File: config.mk
export PLATFORM = sky130hd
export DESIGN_NAME = mux_arb
export DESIGN_NICKNAME = d
export VERILOG_FILES = /design/src/rtl/mux_arb.sv
export SDC_FILE = /design/constraint.sdc
export NUM_CORES = 1
export LEC_CHECK = 0
export CORE_MARGIN = 1
export CORE_UTILIZATION = 24
export CTS_BUF_LIST = sky130_fd_sc_hd__clkbuf_2 sky130_fd_sc_hd__clkbuf_4 sky130_fd_sc_hd__clkbuf_8
export CTS_CLUSTER_DIAMETER = 50
export DETAILED_ROUTE_END_ITERATION = 8
export PLACE_DENSITY_LB_ADDON = 0.3
export RECOVER_POWER = 100
export SLEW_MARGIN = 0
export SYNTH_ARGS = -nofsm -noshare
export SYNTH_HDL_FRONTEND = slang
export SYNTH_SLANG_ARGS = --single-unit
File: constraint.sdc
create_clock -name clk -period 4.7 [get_ports clk]
set_clock_uncertainty 0.1 [all_clocks]
set_input_delay 1.41 -clock clk [delete_from_list [all_inputs] [get_ports clk]]
set_output_delay 1.41 -clock clk [all_outputs]
set_load 0.01 [all_outputs]
File: src/rtl/mux_arb.sv
// ---------------------------------------------------------------------------
// mux_arb
//   N-to-1 valid/ready merge with round-robin arbitration and burst locking.
//   While IDLE the grant is chosen combinationally: the first requesting
//   source at or above rr_ptr, wrapping around.  Once a granted beat is
//   either accepted without src_last or left waiting, the grant is frozen in
//   LOCKED until the source's last beat is accepted, after which the pointer
//   moves to the source following the one just served.
//
// Parameters
//   NUM_SRC     number of sources (2..16)
//   DATA_WIDTH  payload width per beat
//   SEL_WIDTH   width of dst_sel / internal indices
//
// Ports
//   clk        rising-edge clock
//   rst        asynchronous active-high reset
//   soft_rst   synchronous clear, same state values as rst
//   src_vld    per-source valid
//   src_rdy    per-source ready (dst_rdy routed to the granted source only)
//   src_data   flattened payloads, source i at [i*DATA_WIDTH +: DATA_WIDTH]
//   src_last   per-source end-of-burst marker
//   dst_vld    merged valid
//   dst_rdy    downstream ready
//   dst_data   payload of the granted source
//   dst_last   src_last of the granted source
//   dst_sel    index of the granted source (rr_ptr when nothing is granted)
// ---------------------------------------------------------------------------
module mux_arb #(
    parameter int unsigned NUM_SRC    = 4,
    parameter int unsigned DATA_WIDTH = 32,
    parameter int unsigned SEL_WIDTH  = $clog2(NUM_SRC)
) (
    input  logic                          clk,
    input  logic                          rst,
    input  logic                          soft_rst,
    input  logic [NUM_SRC-1:0]            src_vld,
    output logic [NUM_SRC-1:0]            src_rdy,
    input  logic [NUM_SRC*DATA_WIDTH-1:0] src_data,
    input  logic [NUM_SRC-1:0]            src_last,
    output logic                          dst_vld,
    input  logic                          dst_rdy,
    output logic [DATA_WIDTH-1:0]         dst_data,
    output logic                          dst_last,
    output logic [SEL_WIDTH-1:0]          dst_sel
);

    typedef enum logic {
        IDLE   = 1'b0,
        LOCKED = 1'b1
    } state_t;

    state_t                 r_state;
    state_t                 w_state_nxt;
    logic [SEL_WIDTH-1:0]   r_lock_idx;
    logic [SEL_WIDTH-1:0]   w_lock_idx_nxt;
    logic [SEL_WIDTH-1:0]   r_rr_ptr;
    logic [SEL_WIDTH-1:0]   w_rr_ptr_nxt;

    // Round-robin search result (meaningful in IDLE only)
    logic                   w_idle_found;
    logic [SEL_WIDTH-1:0]   w_idle_grant;
    int unsigned            w_scan_idx;

    // Effective grant and the muxed view of the granted source
    logic                   w_have_grant;
    logic [SEL_WIDTH-1:0]   w_grant;
    logic                   w_grant_vld;
    logic                   w_grant_last;
    logic [DATA_WIDTH-1:0]  w_grant_data;
    logic                   w_hs;

    // Successor index with explicit wrap so non-power-of-two NUM_SRC never
    // reaches an index >= NUM_SRC.
    function automatic logic [SEL_WIDTH-1:0] f_next_idx(input logic [SEL_WIDTH-1:0] idx);
        if (32'(idx) >= NUM_SRC - 1)
            return '0;
        else
            return idx + 1'b1;
    endfunction

    // -----------------------------------------------------------------------
    // Cyclic priority search starting at rr_ptr.  The inner loop compares
    // against constant indices so every vector select stays in range.
    // -----------------------------------------------------------------------
    always_comb begin
        w_idle_found = 1'b0;
        w_idle_grant = r_rr_ptr;
        w_scan_idx   = 0;
        for (int unsigned k = 0; k < NUM_SRC; k++) begin
            w_scan_idx = 32'(r_rr_ptr) + k;
            if (w_scan_idx >= NUM_SRC)
                w_scan_idx = w_scan_idx - NUM_SRC;
            for (int unsigned i = 0; i < NUM_SRC; i++) begin
                if (!w_idle_found && (w_scan_idx == i) && src_vld[i]) begin
                    w_idle_found = 1'b1;
                    w_idle_grant = SEL_WIDTH'(i);
                end
            end
        end
    end

    always_comb begin
        w_have_grant = (r_state == LOCKED) || w_idle_found;
        w_grant      = (r_state == LOCKED) ? r_lock_idx : w_idle_grant;
    end

    // -----------------------------------------------------------------------
    // State register
    // -----------------------------------------------------------------------
    always_ff @(posedge clk or posedge rst) begin
        if (rst) begin
            r_state    <= IDLE;
            r_lock_idx <= '0;
            r_rr_ptr   <= '0;
        end else begin
            r_state    <= w_state_nxt;
            r_lock_idx <= w_lock_idx_nxt;
            r_rr_ptr   <= w_rr_ptr_nxt;
        end
    end

    // -----------------------------------------------------------------------
    // Next-state logic.  A granted beat in IDLE that is not the last accepted
    // beat (either a non-last handshake or a stalled beat) locks the grant so
    // the downstream sees stable sel/data until the burst completes.
    // -----------------------------------------------------------------------
    always_comb begin
        w_state_nxt    = r_state;
        w_lock_idx_nxt = r_lock_idx;
        w_rr_ptr_nxt   = r_rr_ptr;

        if (soft_rst) begin
            w_state_nxt    = IDLE;
            w_lock_idx_nxt = '0;
            w_rr_ptr_nxt   = '0;
        end else begin
            case (r_state)
                IDLE: begin
                    if (w_idle_found) begin
                        if (w_hs && w_grant_last) begin
                            w_rr_ptr_nxt = f_next_idx(w_idle_grant);
                        end else begin
                            w_state_nxt    = LOCKED;
                            w_lock_idx_nxt = w_idle_grant;
                        end
                    end
                end
                LOCKED: begin
                    if (w_hs && w_grant_last) begin
                        w_state_nxt  = IDLE;
                        w_rr_ptr_nxt = f_next_idx(r_lock_idx);
                    end
                end
                default: begin
                    w_state_nxt = IDLE;
                end
            endcase
        end
    end

    // -----------------------------------------------------------------------
    // Output logic: zero-latency mux from the granted source.  With no grant
    // (IDLE, nothing requesting) every payload output is zero and dst_sel
    // shows rr_ptr.
    // -----------------------------------------------------------------------
    always_comb begin
        w_grant_vld  = 1'b0;
        w_grant_last = 1'b0;
        w_grant_data = '0;
        src_rdy      = '0;
        for (int unsigned i = 0; i < NUM_SRC; i++) begin
            if (w_have_grant && (w_grant == SEL_WIDTH'(i))) begin
                w_grant_vld  = src_vld[i];
                w_grant_last = src_last[i];
                w_grant_data = src_data[i*DATA_WIDTH +: DATA_WIDTH];
                src_rdy[i]   = dst_rdy;
            end
        end
    end

    assign w_hs     = w_grant_vld & dst_rdy;
    assign dst_vld  = w_grant_vld;
    assign dst_data = w_grant_data;
    assign dst_last = w_grant_last;
    assign dst_sel  = w_grant;

endmodule

==> results.yml, run 1 <==
status:
  run_status: "finished, violations left"
  violations: "setup timing"
setup_path:
  crit_path_max_fanout: 6
  cpMostUsedCell: "buf_6"
  critPathSlowestCell: "or4_4"
  crit_type: "primary input to output port"
  rrSetupSlack_ns: 1.43
  crit_chain: "buf_8 -> and3b_1 -> or4_4 -> and2_4 -> buf_6 -> o22ai_4 -> buf_6 -> buf_6 -> buf_16 -> a22oi_2 -> o21ai_1 -> buf_2"
  critPathLaunchType: "primary input"
  required_ns: 3.19
  cp-end-kind: "output port"
  rr_worst_depth: 13
  max_stage_delay_ns: 0.48
  cp.arrival_ns: 3.31
  r2r-end: "r_lock_idx[0]$_DFFE_PP0P_"
  regToRegStartpoint: "r_rr_ptr[1]$_DFFE_PP0P_"
place:
  dp_slack_ns: -0.881
  dpl_cell_area_mm2: 0.00351
  place_inst: 468
  gp_congestion: 0.840
  portBuffers: 179
  hpwl_mm: 6.28
synth:
  synth_area_leader_cell: "a22oi_1"
  ys_ff_latch: 5
  avgSynthCellArea_um2: 6.76
  ys_seq_area_frac: 0.0881
  yosysTopAreaCellShare: 0.338
  syn_nets: 351
  ys_warn_count: 0
  synth_ff_type: "dfrtp_1"
  netlist_instances: 210
  synth-edff-count: 0
  async_flop_share: 1.00
  syn_area_mm2: 0.00142
  yosysUniqueCellTypes: 45
  synth_area_leaders: "a22oi_1 (34%), o21ai_0 (9.9%), dfrtp_1 (8.8%), o21ai_1 (4.6%), clkbuf_1 (4.2%)"
flow_run:
  cap_violations: 0
clock_tree:
  cts_buffers: 3
  clock-sinks: 5
  cts-root-buf: "clkbuf_8"
  cts_tree: "done"
  htreeDepth: 1
  clkTransAtPathRegs_ns: 0.03
  clk_latency_ns: 0.23
  cts_max_path_buffers: 2
timing:
  tns_ns: -1.10
  min_period_ns: 4.82
  finalCritPeriodShare: 1.02
  setup_viol: 25
  hold_violations: 0
  tightest_slew_ns: 0.544
  max-slew-margin-rel: 0.633
  rsz0062_at_grt: "true"
  max_freq_ghz: 0.208
  maxSlewViolCount: 0
  setup_ws_ns: -0.115
floorplanning:
  ioPinCount: 180
  num_rows: 27
  initial_core_util: 0.253
  die_w_um: 78.9
  dieArea_mm2: 0.00623
  core_mm2: 0.00561
  die_height_um: 78.9
pwr:
  leakage_nw: 1.64
  peakVddDrop_v: 0.000147
  power.density_mw_per_mm2: 239
final_layout:
  nets: 573
  final-seq-area_um2: 125
  syn_to_final_growth_pct: 189
  final_cell_mix: "clkdlybuf4s50_1 (134), buf_2 (36), a22oi_2 (33)"
  layout-drive-gt1-share: 0.362
  num_antenna_cells: 0
  multi_input_area_mm2: 0.00146
  finish.utilization: 0.732
  stdcell_count: 503
  final_common_cell: "clkdlybuf4s50_1"
  fillers: 443
  final_cell_area_mm2: 0.00411
route:
  wl_per_cell_um: 18.9
  drt_wl_total_mm: 9.50
  dr.pass1.iters: 4
  via_per_inst: 5.51
  vias: 2770
  drc: 0
  drt_iter0_markers: 126
  ant_nets: 0
worst_hold_path:
  holdPathStages: 2
  hp-class: "flop to flop"
  hold_end: "r_rr_ptr[0]$_DFFE_PP0P_"
  hp-start: "r_rr_ptr[0]$_DFFE_PP0P_"
grt:
  grt_pass1_wl_mm: 14.1
  grt_max_degree: 20
  grt_pass1_vias: 2751
  track_usage: 0.291
  grt_overflow_total: 0
  antenna_found_initial: 0
## routing by layer
layer / global-route usage / up-vias / routed length (um)
li1: - / 1291 / -
met1: 0.323 / 1308 / 3530
met2: 0.545 / 148 / 4930
met3: 0.0598 / 23 / 774
met4: 0.102 / 0 / 270
met5: 0 / - / 0
## stage by stage
step / hold slack (ns) / power [mW]
global route: 0.739 / 1.04
finish: 0.703 / 0.980
CTS: 0.692 / 0.968
global placement: 0.642 / 0.770
detailed placement: 0.650 / 0.781
floorplan: 0.583 / 0.352
## state kept, by name, summed over array words and instances (netlist names)
| signal | cells |
|---|---|
| r_lock_idx | 2 |
| r_rr_ptr | 2 |
| r_state | 1 |
## critical path, delay by kind of cell
kind	cells	cell delay [ns]
simple gates	3	0.81
buf+inv	6	0.78
compound gates	3	0.30
## kinds of logic (layout without fill, tap and decap cells)
kind of cell / count (synthesis) / in the layout / share of synthesized area
XOR/XNOR: 1 / 1 / 0.00617
buffers and inverters: 29 / 250 / 0.0828
flip-flops: 5 / 5 / 0.0881
adder cells (fa/ha/maj): 1 / 1 / 0.00881
multiplexers: 3 / 3 / 0.0229
AO/OA/AOI/OAI: 131 / 131 / 0.637
AND/OR/NAND/NOR: 40 / 40 / 0.154
## cell type report
type                       instances  share of cell area
clock buffer                       4              0.0119
inverter                           6             0.00548
multi-input combinational        176               0.355
sequential                         5              0.0305
tap                               72              0.0219
timing repair buffer             240               0.575
## report_power, final
group,internal (mW),total [mW],switching (mW)
clock,0.0641,0.0872,0.0230
sequential,0.0490,0.0690,0.0200
combinational,0.457,0.823,0.366
## repair_timing
action	in CTS	in global routing
pin swaps	16	14
buffers inserted	22	3
gates cloned	9	1
resized for setup	247	20
endpoints found under the setup margin	40	36
hold buffers	0	0
## how the worst max path moves through the flow
stage / startpoint / endpoint / slack [ns] / cells past startpoint
floorplan: src_vld[0] / dst_data[17] / 0.005 / 8
global placement: src_vld[3] / dst_data[12] / -0.83 / 9
detailed placement: src_vld[3] / dst_data[12] / -0.88 / 9
CTS: src_vld[0] / dst_data[20] / -0.15 / 12
global route: src_vld[0] / dst_data[29] / -0.19 / 12
finish: src_vld[0] / dst_data[29] / -0.12 / 12
## cells in the mapped netlist, drive strengths merged (3+ instances only)
cell    count
nor2       10
a22oi      64
o21ai      41
buf         7
nand2       9
clkbuf     16
nand3       3
a21oi       6
nor2b       6
inv         6
dfrtp       5
Note: power is estimated with default switching activity, not from simulation.
==> run 2: changes to the inputs <==
CORE_ASPECT_RATIO = 1.4   (was default)
==> run 2 against run 1 <==
The flow still finishes with violations (setup timing). Sequential cell count unchanged. Maximum frequency shrank 1.1%. First-iteration DRC count increased by 39%. Core utilization grew 5.5 points. Clock power up 0.8%. Non-clock buffer count rose by 10. Die area barely moved. Total power rose by 14%. Count of clock-buffer cells in the layout unchanged. Worst setup slack got worse by 0.052 ns. Combinational power rose by 16%. Largest cell class unchanged. Highest routed layer unchanged.
==> results.yml, run 2 (synthesis gave the netlist of run 1 again) <==
status:
  run_status: "finished, violations left"
  violations: "setup timing"
route:
  drt_wl_total_mm: 10.8
  drt_iter0_markers: 175
  dr.pass1.iters: 4
  vias: 2933
  drc: 0
  wl_per_cell_um: 21.2
  ant_nets: 0
  via_per_inst: 5.76
final_layout:
  final_common_cell: "clkdlybuf4s50_1"
  finish.utilization: 0.787
  final_cell_area_mm2: 0.00441
  num_antenna_cells: 0
  layout-drive-gt1-share: 0.431
  top_regs: "r_lock_idx (2), r_rr_ptr (2), r_state (1)"
  final_cell_mix: "clkdlybuf4s50_1 (134), a22oi_2 (38), buf_2 (35)"
  nets: 583
  syn_to_final_growth_pct: 211
floorplanning:
  ioPinCount: 180
  die_w_um: 67.0
  dieArea_mm2: 0.00623
  initial_core_util: 0.253
  die_height_um: 93.0
  core_mm2: 0.00561
  num_rows: 32
clock_tree:
  clk_latency_ns: 0.22
  cts_max_path_buffers: 2
  clkTransAtPathRegs_ns: 0.04
  cts-root-buf: "clkbuf_8"
  htreeDepth: 1
  cts_buffers: 3
  cts_tree: "done"
  clock-sinks: 5
place:
  dp_slack_ns: -0.894
  dpl_cell_area_mm2: 0.00353
  hpwl_mm: 6.58
  portBuffers: 179
  gp_congestion: 0.878
pwr:
  power.density_mw_per_mm2: 253
  finalPower_mw: 1.12
  peakVddDrop_v: 0.000137
  leakage_nw: 1.77
grt:
  grt_pass1_vias: 3095
  grt_pass1_wl_mm: 15.4
  track_usage: 0.325
  grt_overflow_total: 0
  grt_max_degree: 17
  antenna_found_initial: 0
timing:
  max-slew-margin-rel: 0.511
  setup_viol: 34
  setup_ws_ns: -0.167
  maxSlewViolCount: 0
  min_period_ns: 4.87
  hold_violations: 0
  tns_ns: -2.67
  rsz0062_at_grt: "true"
  tightest_slew_ns: 0.727
  max_freq_ghz: 0.205
  finalCritPeriodShare: 1.04
setup_path:
  critPathLaunchType: "primary input"
  crit_path_max_fanout: 6
  cp.arrival_ns: 3.36
  max_stage_delay_ns: 0.54
  cp_top_family: "simple AND/OR/NAND/NOR gates"
  critPathSlowestCell: "or4_4"
  cp_num_buf_inv: 6
  required_ns: 3.19
  crit_chain: "buf_8 -> nor2b_4 -> or4_4 -> and2_4 -> buf_6 -> o22ai_4 -> buf_6 -> buf_12 -> buf_16 -> a22oi_2 -> o21ai_1 -> buf_2"
  crit_type: "primary input to output port"
  cpMostUsedCell: "buf_6"
  cp-end-kind: "output port"
flow_run:
  cap_violations: 0
worst_hold_path:
  hp-class: "flop to flop"
## run 2: changes by cell type in the layout (fill, tap and decap cells not counted), sizes merged
cell / before / now
buf: 98 / 107
bufbuf: 0 / 2
dlygate4sd2: 6 / 5
## run 2: power by group
group	total, mW	internal [mW]	switching, mW
combinational	0.957	0.546	0.411
clock	0.0879	0.0642	0.0237
sequential	0.0713	0.0489	0.0224
total	1.12	0.659	0.457
## run 2: path summary, 6_finish.rpt
path                                               from                         to  slack (ns)  depth (start not counted)
max in group asynchronous                           rst          r_state$_DFF_PP0_        2.90                          2
worst min register to register  r_rr_ptr[1]$_DFFE_PP0P_    r_rr_ptr[1]$_DFFE_PP0P_        0.75                          2
worst max register to register  r_rr_ptr[1]$_DFFE_PP0P_  r_lock_idx[0]$_DFFE_PP0P_        1.06                         12
worst min-delay path            r_rr_ptr[1]$_DFFE_PP0P_    r_rr_ptr[1]$_DFFE_PP0P_        0.75                          2
worst max-delay path                         src_vld[0]               dst_data[23]       -0.17                         12
min in group asynchronous                           rst  r_lock_idx[0]$_DFFE_PP0P_        1.42                          2
## run 2: metal layers
layer  GRT usage  wire [um]  share of wire
met5           0          0              0
met3      0.0878        898          0.083
met2       0.587       5650           0.52
met1       0.341       3700           0.34
met4       0.137        520          0.048
## run 2: worst register-to-register path: cells and delay by family (launching register included)
kind                   cells  cell delay [ns]
AO/OA/AOI/OAI              3             0.35
buffers and inverters      4             0.59
flip-flops                 1             0.54
multiplexers               1             0.36
AND/OR/NAND/NOR            4             1.55
## run 2: layout make-up
class                   count  area (um^2)
repair buffers            250         2590
multi-input cells         176         1540
fillers                   351         1190
flip-flops and latches      5          125
well taps                  68         85.1
clock buffers               4         48.8
inverters                   6         22.5
## run 2: what timing repair did
item / 4_1_cts / 5_1_grt
gates resized for setup: 255 / 44
setup endpoints to repair: 40 / 36
cloned: 12 / 1
buffers inserted: 24 / 2
pin swaps: 30 / 34
hold buffers: 0 / 0
## run 2: metrics by stage
step,hold WS (ns),std cells
4_1_cts,0.748,507
2_1_floorplan,0.583,210
5_1_grt,0.784,509
6_report,0.751,509
3_3_place_gp,0.667,467
3_5_place_dp,0.696,467
